<file path="src/rtl/fetch_seq_if.sv">
// Fetch sequencer bundle: control handshake in, datapath strobes out.
// Latency: n/a (wires only).
// Backpressure: instr_valid is held until ack; no other flow control.
//
// Ports (via modports):
//   master (sequencer side): receives start/branch/branch_addr/iram_dout/ack,
//                            drives PC/IAR/IDR strobes, status and fetch_count.
//   slave  (control/datapath side): the mirror image of master.
interface fetch_seq_if #(
    parameter int CNT_W = 16
);
    logic             start;
    logic             branch;
    logic [8:0]       branch_addr;
    logic [8:0]       iram_dout;
    logic             ack;
    logic             write_pc;
    logic             inc_pc;
    logic [8:0]       din_pc;
    logic             write_iar;
    logic             inc_iar;
    logic             write_idr;
    logic             instr_valid;
    logic             two_word;
    logic             busy;
    logic             halted;
    logic [CNT_W-1:0] fetch_count;

    modport master (
        input  start, branch, branch_addr, iram_dout, ack,
        output write_pc, inc_pc, din_pc, write_iar, inc_iar, write_idr,
               instr_valid, two_word, busy, halted, fetch_count
    );

    modport slave (
        output start, branch, branch_addr, iram_dout, ack,
        input  write_pc, inc_pc, din_pc, write_iar, inc_iar, write_idr,
               instr_valid, two_word, busy, halted, fetch_count
    );
endinterface

</file>
<file path="src/rtl/fetch_seq.sv">
// Fetch sequencer: Moore FSM strobing PC/IAR/IDR to fetch one instruction from IRAM into IDR.
// Latency: start -> instr_valid in 3 cycles (one-word), 5 (two-word), +1 with branch.
// Backpressure: instr_valid held in VALID until ack; start only accepted in IDLE or VALID with ack.
//
// Ports:
//   clk, rst  : clock, asynchronous active-high reset
//   bus       : fetch_seq_if.master (start/branch/branch_addr/iram_dout/ack in;
//               write_pc/inc_pc/din_pc/write_iar/inc_iar/write_idr/instr_valid/
//               two_word/busy/halted/fetch_count out)
// Optional feature: define FETCH_SEQ_PERF_CNT_EN to build the saturating
// fetch counter; otherwise fetch_count is tied to zero.
module fetch_seq #(
    parameter logic [8:0] HALT_WORD = 9'h1FF,
    parameter int         CNT_W     = 16
) (
    input  logic         clk,
    input  logic         rst,
    fetch_seq_if.master  bus
);

    typedef enum logic [2:0] {
        IDLE     = 3'd0,
        BRANCH   = 3'd1,
        LOAD_IAR = 3'd2,
        READ1    = 3'd3,
        INC_IAR  = 3'd4,
        READ2    = 3'd5,
        VALID    = 3'd6,
        HALT     = 3'd7
    } state_t;

    state_t     state_q;
    state_t     state_d;
    logic [8:0] din_pc_q;
    logic       two_word_q;

    always_ff @(posedge clk or posedge rst) begin
        if (rst) begin
            state_q <= IDLE;
        end else begin
            state_q <= state_d;
        end
    end

    // Next-state logic and Moore strobes (strobes depend on state_q only).
    always_comb begin
        state_d         = state_q;
        bus.write_pc    = 1'b0;
        bus.inc_pc      = 1'b0;
        bus.write_iar   = 1'b0;
        bus.inc_iar     = 1'b0;
        bus.write_idr   = 1'b0;
        bus.instr_valid = 1'b0;
        bus.busy        = 1'b1;
        bus.halted      = 1'b0;
        unique case (state_q)
            IDLE: begin
                bus.busy = 1'b0;
                if (bus.start) begin
                    state_d = bus.branch ? BRANCH : LOAD_IAR;
                end
            end
            BRANCH: begin
                bus.write_pc = 1'b1;
                state_d      = LOAD_IAR;
            end
            LOAD_IAR: begin
                // IAR takes the pre-increment PC on this same edge.
                bus.write_iar = 1'b1;
                bus.inc_pc    = 1'b1;
                state_d       = READ1;
            end
            READ1: begin
                bus.write_idr = 1'b1;
                if (bus.iram_dout == HALT_WORD) begin
                    state_d = HALT;
                end else if (bus.iram_dout[8]) begin
                    state_d = INC_IAR;
                end else begin
                    state_d = VALID;
                end
            end
            INC_IAR: begin
                bus.inc_iar = 1'b1;
                bus.inc_pc  = 1'b1;
                state_d     = READ2;
            end
            READ2: begin
                bus.write_idr = 1'b1;
                state_d       = VALID;
            end
            VALID: begin
                bus.instr_valid = 1'b1;
                if (bus.ack) begin
                    if (!bus.start) begin
                        state_d = IDLE;
                    end else begin
                        state_d = bus.branch ? BRANCH : LOAD_IAR;
                    end
                end
            end
            HALT: begin
                // Sticky until reset.
                bus.busy   = 1'b0;
                bus.halted = 1'b1;
            end
            default: begin
                state_d = IDLE;
            end
        endcase
    end

    // Branch target is captured on the edge that accepts start, so
    // branch_addr only needs to be stable alongside start.
    always_ff @(posedge clk or posedge rst) begin
        if (rst) begin
            din_pc_q <= 9'h000;
        end else if (state_d == BRANCH && state_q != BRANCH) begin
            din_pc_q <= bus.branch_addr;
        end
    end

    // Operand flag follows bit 8 of the first word; a halt word leaves it alone.
    always_ff @(posedge clk or posedge rst) begin
        if (rst) begin
            two_word_q <= 1'b0;
        end else if (state_q == READ1 && bus.iram_dout != HALT_WORD) begin
            two_word_q <= bus.iram_dout[8];
        end
    end

    assign bus.din_pc   = din_pc_q;
    assign bus.two_word = two_word_q;

`ifdef FETCH_SEQ_PERF_CNT_EN
    logic [CNT_W-1:0] cnt_q;

    // Counts entries into VALID only; holding in VALID does not recount.
    always_ff @(posedge clk or posedge rst) begin
        if (rst) begin
            cnt_q <= '0;
        end else if (state_d == VALID && state_q != VALID && cnt_q != {CNT_W{1'b1}}) begin
            cnt_q <= cnt_q + 1'b1;
        end
    end

    assign bus.fetch_count = cnt_q;
`else
    assign bus.fetch_count = '0;
`endif

endmodule
</file>
<file path="src/flat_wrapper.sv">
// flat-port wrapper written by rule: the top's interface ports become plain ports
module fetch_seq_flat 
#(
    parameter logic [8:0] HALT_WORD = 9'h1FF,
    parameter int         CNT_W     = 16
)
  (clk, rst, bus_start, bus_branch, bus_branch_addr, bus_iram_dout, bus_ack, bus_write_pc, bus_inc_pc, bus_din_pc, bus_write_iar, bus_inc_iar, bus_write_idr, bus_instr_valid, bus_two_word, bus_busy, bus_halted, bus_fetch_count);
  fetch_seq_if #(.CNT_W(CNT_W)) bus_i ();
  input  logic clk;
  input  logic rst;
  input wire logic [$bits(bus_i.start)-1:0] bus_start;
  input wire logic [$bits(bus_i.branch)-1:0] bus_branch;
  input wire logic [$bits(bus_i.branch_addr)-1:0] bus_branch_addr;
  input wire logic [$bits(bus_i.iram_dout)-1:0] bus_iram_dout;
  input wire logic [$bits(bus_i.ack)-1:0] bus_ack;
  output wire logic [$bits(bus_i.write_pc)-1:0] bus_write_pc;
  output wire logic [$bits(bus_i.inc_pc)-1:0] bus_inc_pc;
  output wire logic [$bits(bus_i.din_pc)-1:0] bus_din_pc;
  output wire logic [$bits(bus_i.write_iar)-1:0] bus_write_iar;
  output wire logic [$bits(bus_i.inc_iar)-1:0] bus_inc_iar;
  output wire logic [$bits(bus_i.write_idr)-1:0] bus_write_idr;
  output wire logic [$bits(bus_i.instr_valid)-1:0] bus_instr_valid;
  output wire logic [$bits(bus_i.two_word)-1:0] bus_two_word;
  output wire logic [$bits(bus_i.busy)-1:0] bus_busy;
  output wire logic [$bits(bus_i.halted)-1:0] bus_halted;
  output wire logic [$bits(bus_i.fetch_count)-1:0] bus_fetch_count;
  assign bus_i.start = bus_start;
  assign bus_i.branch = bus_branch;
  assign bus_i.branch_addr = bus_branch_addr;
  assign bus_i.iram_dout = bus_iram_dout;
  assign bus_i.ack = bus_ack;
  assign bus_write_pc = bus_i.write_pc;
  assign bus_inc_pc = bus_i.inc_pc;
  assign bus_din_pc = bus_i.din_pc;
  assign bus_write_iar = bus_i.write_iar;
  assign bus_inc_iar = bus_i.inc_iar;
  assign bus_write_idr = bus_i.write_idr;
  assign bus_instr_valid = bus_i.instr_valid;
  assign bus_two_word = bus_i.two_word;
  assign bus_busy = bus_i.busy;
  assign bus_halted = bus_i.halted;
  assign bus_fetch_count = bus_i.fetch_count;
  fetch_seq #(.HALT_WORD(HALT_WORD), .CNT_W(CNT_W)) u_core (.clk(clk), .rst(rst), .bus(bus_i));
endmodule
</file>
<file path="config.mk">
export PLATFORM = sky130hd
export DESIGN_NAME = fetch_seq_flat
export DESIGN_NICKNAME = d
export VERILOG_FILES = /design/src/rtl/fetch_seq_if.sv /design/src/rtl/fetch_seq.sv /design/src/flat_wrapper.sv
export SDC_FILE = /design/constraint.sdc
export NUM_CORES = 1
export LEC_CHECK = 0
export CAP_MARGIN = 20
export CORE_ASPECT_RATIO = 0.75
export CORE_MARGIN = 1
export CORE_UTILIZATION = 37
export DETAILED_ROUTE_END_ITERATION = 10
export MAX_ROUTING_LAYER = met4
export PLACE_DENSITY = 0.95
export SLEW_MARGIN = 15
export SYNTH_ARGS = -nofsm -noshare
export SYNTH_HDL_FRONTEND = slang
export SYNTH_SLANG_ARGS = --single-unit
</file>
<file path="constraint.sdc">
create_clock -name clk -period 3.55 [get_ports clk]
set_input_delay 0.71 -clock clk [delete_from_list [all_inputs] [get_ports clk]]
set_output_delay 0.71 -clock clk [all_outputs]
set_load 0.1 [all_outputs]
</file>
==> impl_results.rst <==
.. list-table::
   :header-rows: 1

   * - Metric
     - Value
   * - Result of the run
     - finished, final reports clean
   * - Number of violations reported at the end of detailed-routing iteration 0
     - 16
   * - Setup Buffers After CTS
     - 0
   * - Leading cell types by total area after synthesis
     - sky130_fd_sc_hd__dfrtp_1 (40%), sky130_fd_sc_hd__mux2_4 (17%), sky130_fd_sc_hd__buf_4 (15%), sky130_fd_sc_hd__nor3b_1 (2.8%), sky130_fd_sc_hd__nand2_1 (2.3%)
   * - # Max-Cap Violations
     - 0
   * - Crit-path max cell delay
     - roughly 1100 ps
   * - Category of the worst setup path capture point
     - primary output
   * - TritonCTS clock tree
     - done
   * - Detailed-routing iteration count for the pre-antenna-repair pass
     - 4
   * - DRC violations left
     - 0
   * - Maximum count of clock buffers along a single path
     - 2
   * - Setup repair after global routing missed its margin
     - no
   * - Max FO, Critical Path
     - 2
   * - Count of port buffers added during placement
     - 40
   * - Number of enable-type register cells in the synthesized netlist
     - 0
   * - Max-slew violations
     - 0
   * - Die Span Y
     - roughly 42 µm
   * - Number of H-tree levels
     - 1
   * - Fraction of synthesized area in multiplexers
     - between 10% and 20%
   * - Routed wire length per instance
     - roughly 13 µm
   * - Synth Area in XOR/XNOR
     - under 10%
   * - Largest net degree at the start of global routing
     - 16
   * - Yosys warning count
     - 0
   * - Synthesized netlist cell count
     - 76
   * - Antenna Cells
     - 0
   * - Startpoint class of the critical path
     - flop
   * - Routed via count
     - ~650
   * - Total wire length
     - 1.78 mm
   * - Initial Utilization
     - between 30% and 40%
   * - Average size of a mapped cell
     - 10.6 µm²
   * - Cell type group with the largest total delay on the critical path
     - buffers and inverters
   * - Endpoint required time on the critical path
     - 2840 ps
   * - Most instantiated cells after synthesis
     - sky130_fd_sc_hd__buf_4 (16), sky130_fd_sc_hd__dfrtp_1 (13), sky130_fd_sc_hd__mux2_4 (9)
   * - Slew margin rel.
     - about 34%
   * - Simple-Gate Fraction of Synth Area
     - between 10% and 20%
   * - Peak Freq
     - about 0.4 GHz
   * - Post-CTS Hold Buffers
     - 0
   * - Gates resized, CTS repair
     - 0
   * - Setup violations, final
     - 0
   * - Placed wire-length estimate
     - 1.40 mm
   * - Skew final
     - ~1.3 ps
   * - Placement row count
     - 14
   * - Async SR Flop Fraction
     - 100%
   * - Data arrival time of the worst path
     - between 1500 and 2000 ps
   * - Worst min-delay path category
     - flop to flop
   * - Initial antenna violation count
     - 0
   * - Area of the mapped netlist
     - a little over 800 µm²
   * - Hold Vio Cnt, Final
     - 0
   * - Sum of negative setup slack
     - 0 ps
   * - Via count of the first global-routing pass
     - approximately 640
   * - Die X-Extent
     - approximately 56 µm
   * - Sequential area share after synthesis
     - a little over 40%
   * - Final weighted congestion of routability-driven global placement
     - between 0.7 and 0.8
   * - Clk sink count
     - 13
   * - Netlist cell types
     - 25
   * - Crit path max-delay cell type
     - sky130_fd_sc_hd__clkdlybuf4s50_1
   * - Clock buffers created by TritonCTS
     - 3
   * - Area Growth Syn to Fin
     - 44.3%
   * - Share of synthesized cell area in full adder, half adder and majority cells
     - 0%
   * - Fraction of layout instances using a drive strength above 1
     - about 20%
   * - Floorplan Core Area
     - between 2000 and 2500 µm²
   * - # fillers
     - 189
   * - Dominant cell by count in the synthesized netlist
     - sky130_fd_sc_hd__buf_4
   * - Compound-gate portion of the synthesized area
     - 4.82%
   * - Number of placed I/O pins
     - 57
   * - GRT Total Usage
     - 16.9%
   * - Part of the cycle the worst path needs
     - between 70 and 80%
   * - Share of the synthesized area in the top cell type
     - between 40% and 50%
   * - Number of buffer and inverter instances along the worst setup path
     - 1
   * - Minimum period implied by the final worst setup slack
     - 2500 ps
   * - Clock-pin transition on the worst setup and hold timing paths
     - 80 ps
   * - Combinational family with the most area after synthesis
     - buffers and inverters
   * - Die Area
     - 2370 µm²
   * - Flops & latches, synth
     - 13
   * - Clock Tree Root
     - sky130_fd_sc_hd__clkbuf_4
   * - Cell taking the most area after synthesis
     - sky130_fd_sc_hd__dfrtp_1
   * - Primary flip-flop cell chosen by synthesis mapping
     - sky130_fd_sc_hd__dfrtp_1
   * - Critical path cell sequence
     - clkdlybuf4s50_1
   * - Number of nets with antenna violations after detailed routing
     - 0
   * - Class of the most critical setup path
     - flop to primary output
   * - Vias/cell
     - around 4.7
   * - Net count, final
     - 139
   * - Clock latency of the later-clocked register in the worst-skew pair
     - 270 ps
   * - Global-route wire length before repair
     - 2.90 mm
   * - Transition time at the pin with the least slew margin
     - ~1000 ps
   * - Overflow left after global routing
     - 0
## cell type report
cell class	count	area (µm²)	share of cell area, %
Sequential cell	13	325	28.0
Clock buffer	4	26.3	2.26
Tap cell	24	30.0	2.59
Timing Repair Buffer	40	380	32.8
Inverter	2	7.51	0.647
Multi-Input combinational cell	56	392	33.7
## path summary, 6_finish.rpt
kind | startpoint | to | slack [ps] | depth (start not counted)
worst max register to register | u_core.state_q[2]$_DFF_PP0_ | u_core.bus.din_pc[2]$_DFFE_PP0P_ | 1600 | 4
min in group asynchronous | rst | u_core.bus.din_pc[1]$_DFFE_PP0P_ | 750 | 2
worst min-delay path | u_core.bus.two_word$_DFFE_PP0P_ | u_core.bus.two_word$_DFFE_PP0P_ | 510 | 1
worst min register to register | u_core.bus.two_word$_DFFE_PP0P_ | u_core.bus.two_word$_DFFE_PP0P_ | 510 | 1
max in group asynchronous | rst | u_core.bus.din_pc[3]$_DFFE_PP0P_ | 2470 | 2
worst max-delay path | u_core.bus.din_pc[4]$_DFFE_PP0P_ | bus_din_pc[4] | 1050 | 1
## routing by layer
layer / track usage (%) / wire, µm
met4: 2.93 / 0
met5: - / 0
met3: 6.17 / 149
met1: 17.6 / 663
met2: 31.3 / 964
## kinds of logic after synthesis
family | after synthesis
other | 1
AOI/OAI and AO/OA | 6
buffers and inverters | 22
muxes | 9
xor gates and xnor gates | 2
and+or+nand+nor | 23
DFF | 13
## through the flow
stage / setup slack, ps / instances / cell area [µm²] / hold slack, ps / utilization (%)
3_3_place_gp: 1120 / 135 / 1130 / 496 / 55.8
5_1_grt: 1010 / 139 / 1160 / 530 / 57.1
4_1_cts: 1040 / 139 / 1160 / 507 / 57.1
2_1_floorplan: 17.7 / 91 / 871 / 488 / -
6_report: 1050 / 139 / 1160 / 507 / 57.1
3_5_place_dp: 1020 / 135 / 1130 / 490 / 55.8
## placed cells by master, fill, tap and decap left out
cell type,instances
sky130_fd_sc_hd__clkdlybuf4s50_1,32
sky130_fd_sc_hd__conb_1,16
sky130_fd_sc_hd__dfrtp_1,13
sky130_fd_sc_hd__mux2_4,9
sky130_fd_sc_hd__buf_4,8
sky130_fd_sc_hd__nand2_1,5
sky130_fd_sc_hd__a21oi_1,3
sky130_fd_sc_hd__nand4_1,3
sky130_fd_sc_hd__clkbuf_4,3
sky130_fd_sc_hd__inv_1,2
sky130_fd_sc_hd__nor3b_1,2
sky130_fd_sc_hd__nor2_1,2
sky130_fd_sc_hd__nor3_1,2
sky130_fd_sc_hd__nand3_1,1
sky130_fd_sc_hd__o21ai_0,1
sky130_fd_sc_hd__and4b_1,1
sky130_fd_sc_hd__nor3_2,1
sky130_fd_sc_hd__nor3b_2,1
sky130_fd_sc_hd__xnor2_1,1
sky130_fd_sc_hd__nand3b_1,1
sky130_fd_sc_hd__nor2b_1,1
sky130_fd_sc_hd__a2bb2oi_1,1
sky130_fd_sc_hd__and3_1,1
sky130_fd_sc_hd__or2_2,1
sky130_fd_sc_hd__xor2_1,1
sky130_fd_sc_hd__and2_1,1
sky130_fd_sc_hd__o32a_1,1
sky130_fd_sc_hd__clkbuf_1,1
## state kept, by name (all words and copies together) (netlist names)
register	flops
u_core.state_q	3
u_core.bus.din_pc	9
u_core.bus.two_word	1
Power is not shown: default switching activity piles up to over one toggle a cycle in this logic, so the estimate is an artifact.
